## src/rtl/braille_entry_capture_pkg.sv

```systemverilog
// Shared cell width, default code length and entry state encoding.
package braille_pkg;
    localparam int CELL_W     = 4;
    localparam int DIGITS_DEF = 4;

    typedef enum logic [1:0] {
        ST_COLLECT = 2'd0,
        ST_FULL    = 2'd1,
        ST_PRESENT = 2'd2
    } entry_state_t;
endpackage

```

## src/rtl/braille_entry_capture_if.sv

```systemverilog
// Code hand-off bundle between the entry capture block and the downstream checker.
interface braille_entry_capture_if #(
    parameter int DIGITS = braille_pkg::DIGITS_DEF
);
    import braille_pkg::*;

    logic [CELL_W*DIGITS-1:0] code_out;
    logic                     code_valid;
    logic                     code_ready;
    logic [2:0]               digit_count;
    logic [CELL_W-1:0]        last_cell;
    logic                     entry_err;

    modport master (
        output code_out, code_valid, digit_count, last_cell, entry_err,
        input  code_ready
    );

    modport slave (
        input  code_out, code_valid, digit_count, last_cell, entry_err,
        output code_ready
    );
endinterface

```

## src/rtl/braille_entry_capture_btn_debounce.sv

```systemverilog
// Button conditioner: 2-flop synchronizer, stability debouncer, press strobe.
// Latency: strobe 2+DEBOUNCE_CYCLES edges after the first sampled press.
// Backpressure: none; the strobe is a single-cycle pulse.
module btn_debounce #(
    parameter int DEBOUNCE_CYCLES = 4,
    parameter bit IDLE_LVL        = 1'b0
) (
    input  logic clk,
    input  logic rst,
    input  logic btn,
    output logic press_stb
);
    localparam int CW = (DEBOUNCE_CYCLES > 1) ? $clog2(DEBOUNCE_CYCLES) : 1;

    logic          sync1;
    logic          sync2;
    logic          deb;
    logic [CW-1:0] cnt;
    logic          cnt_last;

    assign cnt_last = (cnt == CW'(DEBOUNCE_CYCLES - 1));

    always_ff @(posedge clk or posedge rst) begin
        if (rst) begin
            sync1     <= IDLE_LVL;
            sync2     <= IDLE_LVL;
            deb       <= IDLE_LVL;
            cnt       <= '0;
            press_stb <= 1'b0;
        end else begin
            sync1     <= btn;
            sync2     <= sync1;
            press_stb <= 1'b0;
            // The accepting sample is the DEBOUNCE_CYCLES-th consecutive mismatch.
            if (sync2 != deb) begin
                if (cnt_last) begin
                    deb       <= sync2;
                    cnt       <= '0;
                    press_stb <= (sync2 != IDLE_LVL);
                end else begin
                    cnt <= cnt + 1'b1;
                end
            end else begin
                cnt <= '0;
            end
        end
    end
endmodule

```

## src/rtl/braille_entry_capture.sv

```systemverilog
// Braille code entry: debounced load/submit buttons assemble DIGITS cells into a code.
// Latency: cell captured 1 edge after the load strobe; code_valid 1 edge after submit.
// Backpressure: code_out/code_valid hold until an edge with code_ready high.
module braille_entry_capture
    import braille_pkg::*;
#(
    parameter int DEBOUNCE_CYCLES = 4,
    parameter int DIGITS          = DIGITS_DEF
) (
    input  logic                    clk,
    input  logic                    rst,
    input  logic                    load_btn,
    input  logic [CELL_W-1:0]       cell_in,
    input  logic                    pound_n,
    braille_entry_capture_if.master cap
);
    localparam int CODE_W = CELL_W * DIGITS;

    logic load_stb;
    logic sub_stb;

    entry_state_t      state_q,  state_d;
    logic [CODE_W-1:0] code_q,   code_d;
    logic [2:0]        count_q,  count_d;
    logic [CELL_W-1:0] last_q,   last_d;
    logic              valid_q,  valid_d;
    logic              err_q,    err_d;

    btn_debounce #(.DEBOUNCE_CYCLES(DEBOUNCE_CYCLES), .IDLE_LVL(1'b0)) u_load_db (
        .clk       (clk),
        .rst       (rst),
        .btn       (load_btn),
        .press_stb (load_stb)
    );

    btn_debounce #(.DEBOUNCE_CYCLES(DEBOUNCE_CYCLES), .IDLE_LVL(1'b1)) u_pound_db (
        .clk       (clk),
        .rst       (rst),
        .btn       (pound_n),
        .press_stb (sub_stb)
    );

    always_ff @(posedge clk or posedge rst) begin
        if (rst) begin
            state_q <= ST_COLLECT;
            code_q  <= '0;
            count_q <= '0;
            last_q  <= '0;
            valid_q <= 1'b0;
            err_q   <= 1'b0;
        end else begin
            state_q <= state_d;
            code_q  <= code_d;
            count_q <= count_d;
            last_q  <= last_d;
            valid_q <= valid_d;
            err_q   <= err_d;
        end
    end

    // Submit takes priority over a coincident load in every state.
    always_comb begin
        state_d = state_q;
        code_d  = code_q;
        count_d = count_q;
        last_d  = last_q;
        valid_d = valid_q;
        err_d   = 1'b0;
        case (state_q)
            ST_COLLECT: begin
                if (sub_stb) begin
                    err_d   = 1'b1;
                    code_d  = '0;
                    count_d = '0;
                end else if (load_stb) begin
                    code_d  = (code_q << CELL_W) | CODE_W'(cell_in);
                    count_d = count_q + 3'd1;
                    last_d  = cell_in;
                    if (count_q == 3'(DIGITS - 1)) begin
                        state_d = ST_FULL;
                    end
                end
            end
            ST_FULL: begin
                if (sub_stb) begin
                    valid_d = 1'b1;
                    state_d = ST_PRESENT;
                end else if (load_stb) begin
                    err_d = 1'b1;
                end
            end
            ST_PRESENT: begin
                if (cap.code_ready) begin
                    valid_d = 1'b0;
                    code_d  = '0;
                    count_d = '0;
                    state_d = ST_COLLECT;
                end
            end
            default: state_d = ST_COLLECT;
        endcase
    end

    assign cap.code_out    = code_q;
    assign cap.code_valid  = valid_q;
    assign cap.digit_count = count_q;
    assign cap.last_cell   = last_q;
    assign cap.entry_err   = err_q;
endmodule

```

## src/flat_wrapper.sv

```systemverilog
// flat-port wrapper written by rule: the top's interface ports become plain ports
module braille_entry_capture_flat import braille_pkg::*;
#(
    parameter int DEBOUNCE_CYCLES = 4,
    parameter int DIGITS          = DIGITS_DEF
)
  (clk, rst, load_btn, cell_in, pound_n, cap_code_out, cap_code_valid, cap_digit_count, cap_last_cell, cap_entry_err, cap_code_ready);
  braille_entry_capture_if #(.DIGITS(DIGITS)) cap_i ();
  input  logic clk;
  input  logic rst;
  input  logic load_btn;
  input  logic [CELL_W-1:0] cell_in;
  input  logic pound_n;
  output wire logic [$bits(cap_i.code_out)-1:0] cap_code_out;
  output wire logic [$bits(cap_i.code_valid)-1:0] cap_code_valid;
  output wire logic [$bits(cap_i.digit_count)-1:0] cap_digit_count;
  output wire logic [$bits(cap_i.last_cell)-1:0] cap_last_cell;
  output wire logic [$bits(cap_i.entry_err)-1:0] cap_entry_err;
  input wire logic [$bits(cap_i.code_ready)-1:0] cap_code_ready;
  assign cap_code_out = cap_i.code_out;
  assign cap_code_valid = cap_i.code_valid;
  assign cap_digit_count = cap_i.digit_count;
  assign cap_last_cell = cap_i.last_cell;
  assign cap_entry_err = cap_i.entry_err;
  assign cap_i.code_ready = cap_code_ready;
  braille_entry_capture #(.DEBOUNCE_CYCLES(DEBOUNCE_CYCLES), .DIGITS(DIGITS)) u_core (.clk(clk), .rst(rst), .load_btn(load_btn), .cell_in(cell_in), .pound_n(pound_n), .cap(cap_i));
endmodule
```

## config.mk

```make
export PLATFORM = sky130hd
export DESIGN_NAME = braille_entry_capture_flat
export DESIGN_NICKNAME = d
export VERILOG_FILES = /design/src/rtl/braille_entry_capture_pkg.sv /design/src/rtl/braille_entry_capture_if.sv /design/src/rtl/braille_entry_capture_btn_debounce.sv /design/src/rtl/braille_entry_capture.sv /design/src/flat_wrapper.sv
export SDC_FILE = /design/constraint.sdc
export NUM_CORES = 1
export LEC_CHECK = 0
export CORE_ASPECT_RATIO = 0.7
export CORE_MARGIN = 4
export CORE_UTILIZATION = 32
export CTS_BUF_LIST = sky130_fd_sc_hd__clkbuf_4 sky130_fd_sc_hd__clkbuf_8
export DETAILED_ROUTE_END_ITERATION = 16
export SETUP_SLACK_MARGIN = 0.1
export SLEW_MARGIN = 20
export SYNTH_ARGS = -nofsm -noshare
export SYNTH_HDL_FRONTEND = slang
export SYNTH_SLANG_ARGS = --single-unit
```

## constraint.sdc

```tcl
create_clock -name clk -period 2.6 [get_ports clk]
set_clock_uncertainty 0.05 [all_clocks]
set_input_delay 0.39 -clock clk [delete_from_list [all_inputs] [get_ports clk]]
set_output_delay 0.39 -clock clk [all_outputs]
set_load 0.05 [all_outputs]
```

# Word-level counts from Yosys, hierarchy flattened
# Index checks and enable logic that the tools add are counted.
[totals]
ramBits = 0
romBits = 0
latchBits = 0
in_bits = 9
reg_bits = 39
n_memories = 0
out_inout_bits = 25
[classes]
n_mul = 0
reduce_logical = 9
shifts = 0
div_mod_pow = 0
add_sub_neg = 3
n_lt_le_gt_ge = 0
n_bitwise = 3
eq_ne = 13
n_mux = 29
[ops]
columns = ["operator", "count"]
rows = [
  ["$mux 16", 3],
  ["$pmux 16 s2", 1],
  ["$mux 2", 9],
  ["$or 16x4->16", 1],
  ["$mux 1", 9],
  ["$mux 3", 3],
  ["$reduce_and 3->1", 3],
  ["$ne 2x2->1 const B", 4],
  ["$eq 2x2->1 const B", 3],
  ["$pmux 2 s3", 1],
  ["$pmux 3 s2", 1],
  ["$reduce_and 5->1", 1],
  ["$add 2x1->2 const B", 2],
  ["$pmux 1 s2", 2],
  ["$reduce_and 2->1", 2],
  ["$reduce_bool 2->1", 2],
  ["$add 3x1->3 const B", 1],
  ["$eq 3x2->1 const B", 1],
  ["$ne 3x3->1 const B", 1],
  ["$eq 2x1->1 const B", 1],
  ["$logic_not 2->1", 1],
  ["$ne 1x1->1", 2],
  ["$ne 2x1->1 const B", 1],
  ["$not 1->1", 2],
]

# Logic depth before layout (Yosys ltp)
# Gate-level depths: netlist of run 1.
[depth]
depth_word = 5
ltp_mapped = 5
mapped_depth_nobuf = 4

# Cells and area by module
# A second synthesis of run 1 with hierarchy kept.
[unflattened]
hier_cells = 118
area_unflattened_um2 = 1706.6
[by_module_without_submodules]
columns = ["module", "area_per_inst_um2", "seq_area_each_um2", "n_inst", "cells_per_inst"]
rows = [
  ["braille_entry_capture", 1277.5, 675.6, 1, 92],
  ["btn_debounce (u_core.u_pound_db)", 216.5, 153.9, 1, 13],
  ["btn_debounce (u_core.u_load_db)", 212.7, 150.1, 1, 13],
]

# Least setup slack after synthesis of run 1
# OpenSTA, ideal clock, no wires.
[synth_timing]
path_type = "reg2reg"
startpoint = "register u_core.count_q[0] (netlist: u_core.cap.digit_count[0])"
endpoint = "register u_core.count_q[2] (netlist: u_core.cap.digit_count[2])"
n_path_buf = 0
t_required_ns = 2.425
path_stages_with_launch = 5
slack_ns = 1.039
period_less_slack_ns = 1.561
arrival_time_ns = 1.387
setup_ns = 0.125
path_cell_list = "dfrtp_1 ha_1 ha_1 nor3_1 mux2_2"
[synth_via]
elab_chain_cells = 4
[synth_rtl]
columns = ["element", "line_no", "rtl"]
rows = [
  ["start, declared", "braille_entry_capture.sv:24", "logic [2:0] count_q, count_d;"],
  ["start signal, assigned", "braille_entry_capture.sv:54", "count_q <= count_d;"],
  ["$add 3x1->3", "braille_entry_capture.sv:77", "count_d = count_q + 3'd1;"],
  ["$mux 3", "braille_entry_capture.sv:75", "end else if (load_stb) begin"],
  ["$mux 3", "braille_entry_capture.sv:71", "if (sub_stb) begin"],
  ["$pmux 3 s2", "braille_entry_capture.sv:69", "case (state_q)"],
]
# Every way passes these cells. The select of a mux whose other input is x is not followed.
# A chain may end at the register's enable or synchronous reset.

# Final worst setup path of run 1
[layout_timing]
startpoint = "register u_core.code_q[0] (netlist: u_core.cap.code_out[0])"
endpoint = "output port cap_code_out[0]"
[layout_lines]
columns = ["element", "line_no", "rtl"]
rows = [
  ["start, declared", "braille_entry_capture.sv:23", "logic [CODE_W-1:0] code_q, code_d;"],
  ["start signal, assigned", "braille_entry_capture.sv:53", "code_q <= code_d;"],
  ["end, declared", "flat_wrapper.sv:14", "output wire logic [$bits(cap_i.code_out)-1:0] cap_code_out;"],
]
# No word-level cell between the ends.

==> flow_metrics.tcl, run 1 <==
set metrics [dict create \
    syn_nets 131 \
    io_pins 34 \
    grt_max_degree 40 \
    async_flop_share_pct 100.0 \
    yosysSeqAreaShare_pct 58.87 \
    die_h_um 68.34 \
    synthMuxAreaShare_pct 13.53 \
    htreeDepth 2 \
    grt_pass1_wl_um 5209 \
    dr_total_vias 1021 \
    critical_path.cell_chain "clkdlybuf4s50_1" \
    drv_cap 0 \
    route.detailed.drc 0 \
    synth_cell_types 25 \
    initial_core_util_pct 33.87 \
    dpl.hpwl_um 2212 \
    synth_simple_gate_area_share_pct 15.19 \
    hold_viol_final 0 \
    synth_compound_area_share_pct 4.211 \
    vias_per_cell 4.578 \
    grt_pass1_vias 1088 \
    finalCriticalPeriod_ns 1.940 \
    crit_type "register to primary output" \
    fp.dieW_um 94.19 \
    p_leak_nw 0.9315 \
    final.period_utilization_pct 74.61 \
    core_area_mm2 0.004913 \
    tightest_slew_ns 0.6438 \
    overflow 0 \
    arrival_ns 1.50 \
    ys_ff_latch 39 \
    routedWlPerCell_um 14.25 \
    port_buffers 33 \
    cts_buffers 5 \
    postSynthCellCount 118 \
    tns_ns 0 \
    rows 21 \
    crit_fanout 3 \
    clock_path_buffers 2 \
    root_buffer "clkbuf_8" \
    dp_cells 216 \
    cp.required_ns 2.16 \
    final_max_slew_viol_count 0 \
    final_nets 167 \
    syn_area_mm2 0.001664 \
    synth_area_per_cell_um2 14.10 \
    setup_viol 0 \
    path_buf_inv 1 \
    synth_common_cells "36 x dfrtp_1, 19 x mux2_2, 13 x nor3b_1" \
    drive_above_1_share_pct 24.03 \
    power.density_mw_per_mm2 1099 \
    first_iter_violations 27 \
    synthTopCellsByArea "dfrtp_1 54%, mux2_2 13%, nor3b_1 5.9%, dfstp_2 4.7%, ha_1 3.0%" \
    fillers 446 \
    cts.sinks 39 \
    synth_xor_xnor_area_share_pct 1.053 \
    synth_edf_count 0 \
    synth.most_common_cell "dfrtp_1" \
    grt_use_total_pct 10.89 \
    rsz0062_at_grt "false" \
    synth_ff_type "dfrtp_1" \
    slowest_stage "clkdlybuf4s50_1" \
    clk_latency_ns 0.28 \
    fp.dieArea_mm2 0.006436 \
    wl_um 3177 \
    synth_top_family_by_area "simple AND/OR/NAND/NOR gates" \
    gp_congestion 0.7409 \
    insertedDiodeCount 0 \
    critPathLaunchType "register" \
    cts_resized 0 \
    crit_family "buffers and inverters" \
    synthAdderAreaFrac_pct 3.008 \
    instances_no_fill 223 \
    synth_warnings 0 \
    postCtsHoldBufs 0 \
    firstDrtPassIters 4 \
    area_growth_pct 27.97 \
    yosysTopAreaCellShare_pct 54.14 \
    max_slew_margin_pct 56.94 \
    ir_drop_mv 0.7078 \
    status "finished clean" \
    clkSlewWorstSetupHoldPaths_ns 0.07 \
    ant_nets 0 \
    antenna_found_initial 0 \
    cts_setup_buffers 0 \
    hp-class "register to register" \
    max_stage_delay_ns 0.83 \
    cts_tree "yes" \
    fmax_mhz 515.5 \
    synth_area_leader_cell "dfrtp_1" \
    crit_path_end_kind "primary output" \
]
## layout by cell type (no fill, tap or decap), types with 2 or more instances in the layout
master / count
nor2b_1: 2
a21oi_1: 3
nand2_1: 3
nor3_4: 2
mux2_2: 19
dfstp_2: 3
a22o_1: 4
nor2b_2: 2
inv_1: 4
clkdlybuf4s50_1: 33
nor3b_1: 13
dfrtp_1: 36
ha_1: 4
o21ai_0: 4
buf_4: 2
xnor2_1: 2
nor3_1: 4
clkbuf_8: 6
## layer usage
layer	track usage [%]	wire [µm]
met1	13.42	1472
met3	4.615	196
met4	3.784	34
met2	17.31	1472
met5	0	0
## worst paths after layout
check / startpoint / to / slack (ns) / cells after the start
max: u_core.cap.code_out[0] / cap_code_out[0] / 0.66 / 1
min: u_core.u_load_db.sync1 / u_core.u_load_db.sync2 / 0.31 / 0
max reg2reg: u_core.u_pound_db.press_stb / u_core.cap.digit_count[2] / 0.79 / 3
min reg2reg: u_core.u_load_db.sync1 / u_core.u_load_db.sync2 / 0.31 / 0
max in group asynchronous: rst / u_core.u_pound_db.deb / 1.66 / 3
min in group asynchronous: rst / u_core.u_pound_db.cnt[0] / 0.47 / 3
## registers in the layout, indices dropped and copies added, names as in the netlist, 2 cells and up
signal	count
u_core.u_load_db.cnt	2
u_core.u_pound_db.cnt	2
u_core.cap.digit_count	3
u_core.state_q	2
u_core.cap.last_cell	4
u_core.cap.code_out	16
## through the flow
stage / hold slack [ns] / util (%) / area [µm²] / worst slack (ns) / total power (W)
after global placement: 0.2920 / 41.56 / 2042 / 0.5754 / 0.001938
after global routing: 0.3087 / 43.34 / 2130 / 0.5932 / 0.002465
after floorplan: 0.2812 / - / 1664 / 1.039 / 0.001627
after CTS: 0.3078 / 43.34 / 2130 / 0.6384 / 0.002378
after detailed placement: 0.2920 / 41.56 / 2042 / 0.5488 / 0.001962
final: 0.3057 / 43.34 / 2130 / 0.6601 / 0.002341
## area by class of cell
class / instances / area [µm²] / area share [%]
repair buffers: 35 / 345.3 / 16.22
clock buffers: 6 / 82.58 / 3.878
flip-flops and latches: 39 / 979.7 / 46.00
inverters: 4 / 15.01 / 0.7051
well taps: 69 / 86.33 / 4.054
multi-input cells: 69 / 615.6 / 28.91
clock inverters: 1 / 5.005 / 0.2350
## power breakdown
| group | internal (W) | total (W) | switching [W] | leakage (nW) |
|---|---|---|---|---|
| Clock | 0.000208 | 0.000401 | 0.000193 | 0.0470 |
| Combinational | 0.000414 | 0.00102 | 0.000610 | 0.382 |
| Sequential | 0.000783 | 0.000916 | 0.000133 | 0.503 |
| Total | 0.00141 | 0.00234 | 0.000936 | 0.932 |
## cell families (layout without fill, tap and decap cells)
group | Yosys count | in the layout
flops | 39 | 39
simple gates | 32 | 32
mux | 20 | 20
compound gates | 11 | 11
buf+inv | 10 | 46
fa+ha+maj | 4 | 4
xor+xnor | 2 | 2
Note: power is estimated with default switching activity, not from simulation.
==> run 2: changes to the inputs <==
==> constraint.sdc (replaced) <==
create_clock -name clk -period 1.9 [get_ports clk]
set_clock_uncertainty 0.05 [all_clocks]
set_input_delay 0.285 -clock clk [delete_from_list [all_inputs] [get_ports clk]]
set_output_delay 0.285 -clock clk [all_outputs]
set_load 0.05 [all_outputs]
==> run 2 against run 1 <==
Effect of this change:
- global-route usage grew 0.15 points
- utilization grew 0.87 points
- clock power grew 53%
- critical path depth is the same
- register-to-register slack lost 0.52 ns
- setup slack lost 0.49 ns
- flip-flop and latch count is the same
- final cell count grew 1.8%
- highest routed layer unchanged
==> flow_metrics.tcl, run 2 (same netlist as run 1, synthesis figures left out) <==
set metrics [dict create \
    gp_congestion 0.7217 \
    htreeDepth 2 \
    final_cell_mix "36 x dfrtp_1, 19 x mux2_2, 13 x nor3b_1, 13 x dlygate4sd2_1, 9 x clkdlybuf4s50_1" \
    root_buffer "clkbuf_8" \
    ff2ff_path_depth 4 \
    cts_buffers 5 \
    cts.sinks 39 \
    first_iter_violations 22 \
    largest_register_ffs 16 \
    postCtsHoldBufs 0 \
    switching_share_pct 39.94 \
    pre_cts_ws_ns 0.1281 \
    core_area_mm2 0.004913 \
    max_slew_margin_pct 65.77 \
    p_clk_share_pct 19.1 \
    r2r_slack_ns 0.27 \
    clk_latency_ns 0.29 \
    slowest_stage "clkdlybuf4s50_1" \
    finalCriticalPeriod_ns 1.733 \
    p_seq_share_pct 38.7 \
    p_int_w 0.001930 \
    finalPower_w 0.003214 \
    cts_resized 13 \
    port_buffers 33 \
    reg2reg_to "u_core.cap.code_out[12]" \
    overflow 0 \
    path_depth 1 \
    rsz0062_at_grt "false" \
    combPwrFrac_pct 42.2 \
    grtUsageMet2_pct 17.14 \
    p_sw_w 0.001284 \
    drv_cap 0 \
    p_leak_nw 1.123 \
    grtUsageMet1_pct 13.46 \
    hp-class "register to register" \
    crit_family "buffers and inverters" \
    tns_ns 0 \
    antenna_found_initial 0 \
    cts_setup_buffers 0 \
    startpoint "u_core.cap.entry_err" \
    vias_per_cell 4.568 \
    grt_max_degree 40 \
    critical_path.cell_chain "clkdlybuf4s50_1" \
    setup_ws_ns 0.1671 \
    crit_type "register to primary output" \
    final_nets 170 \
    crit_end "cap_entry_err" \
    cp.required_ns 1.56 \
    final_common_cell "dfrtp_1" \
    arrival_ns 1.40 \
    rows 21 \
    power.density_mw_per_mm2 1480 \
    dr_total_vias 1037 \
    r2r-start "u_core.state_q[1]" \
    dpl.hpwl_um 2285 \
    setup_viol 0 \
    cts_tree "yes" \
    crit_path_end_kind "primary output" \
    gr-max-usage-layer "met2" \
    hold_viol_final 0 \
    final_max_slew_viol_count 0 \
    grt_pass1_vias 1153 \
    fp.dieArea_mm2 0.006436 \
    max_stage_delay_ns 0.79 \
    grt_pass1_wl_um 5347 \
    fmax_mhz 577.1 \
    path_buf_inv 1 \
    tightest_slew_ns 0.5126 \
    crit_fanout 1 \
    status "finished clean" \
    io_pins 34 \
    final.period_utilization_pct 91.21 \
    ant_nets 0 \
    drive_above_1_share_pct 28.48 \
    insertedDiodeCount 0 \
    gr-usage-met3_pct 4.835 \
    fillers 470 \
    wl_um 3207 \
    route.detailed.drc 0 \
    ir_drop_mv 0.8096 \
    clock_path_buffers 2 \
    die_h_um 68.34 \
    fp.dieW_um 94.19 \
    hold_path_depth 0 \
    routedWlPerCell_um 14.13 \
    critPathLaunchType "register" \
    firstDrtPassIters 4 \
    initial_core_util_pct 33.87 \
    clkSlewWorstSetupHoldPaths_ns 0.07 \
    area_growth_pct 30.53 \
    grt_use_total_pct 11.04 \
]
## run 2: cell types whose count changed in the layout (fill, tap and decap cells not counted), sizes merged
cell,previous run,this run
clkinv,1,0
buf,2,9
dlygate4sd2,0,13
dlymetal6s2s,0,7
clkbuf,6,8
clkdlybuf4s50,33,9
## run 2: power by group through the flow
stage / registers (W) / clock network (W) / logic [W]
floorplan: 0.00179 / 0 / 0.000436
global placement: 0.00125 / 0 / 0.00140
detailed placement: 0.00127 / 0 / 0.00145
CTS: 0.00125 / 0.000641 / 0.00139
global route: 0.00128 / 0.000673 / 0.00144
finish: 0.00124 / 0.000613 / 0.00136
## run 2: cell type report
cell class	count	area (µm²)	share of cell area, %
flip-flops and latches	39	979.7	45.10
clock buffers	8	103.9	4.781
repair buffers	38	371.6	17.11
well taps	69	86.33	3.975
multi-input cells	69	615.6	28.34
inverters	4	15.01	0.6912
## run 2: how the worst min path moves through the flow
| stage | endpoint | slack (ns) | start |
|---|---|---|---|
| 6_report | u_core.u_load_db.sync2 | 0.30 | u_core.u_load_db.sync1 |
| 5_1_grt | u_core.u_load_db.sync2 | 0.31 | u_core.u_load_db.sync1 |
| 4_1_cts | u_core.u_load_db.sync2 | 0.31 | u_core.u_load_db.sync1 |
| 3_5_place_dp | u_core.u_load_db.sync2 | 0.29 | u_core.u_load_db.sync1 |
| 3_3_place_gp | u_core.u_load_db.sync2 | 0.29 | u_core.u_load_db.sync1 |
| 2_1_floorplan | u_core.u_pound_db.sync1 | 0.24 | pound_n |
## run 2: metrics by stage
stage	hold WS (ns)	util (%)	cells	cell area [µm²]
finish	0.3049	44.21	227	2172
global route	0.3103	44.21	227	2172
CTS	0.3089	43.85	227	2155
detailed placement	0.2920	42.07	219	2067
global placement	0.2927	42.07	219	2067
floorplan	0.2395	-	118	1664
## run 2: metal layers
metal,wire (µm),part of all wire [%]
met1,1445,45
met3,229,7.1
met5,0,0
met2,1489,46
met4,42,1.3
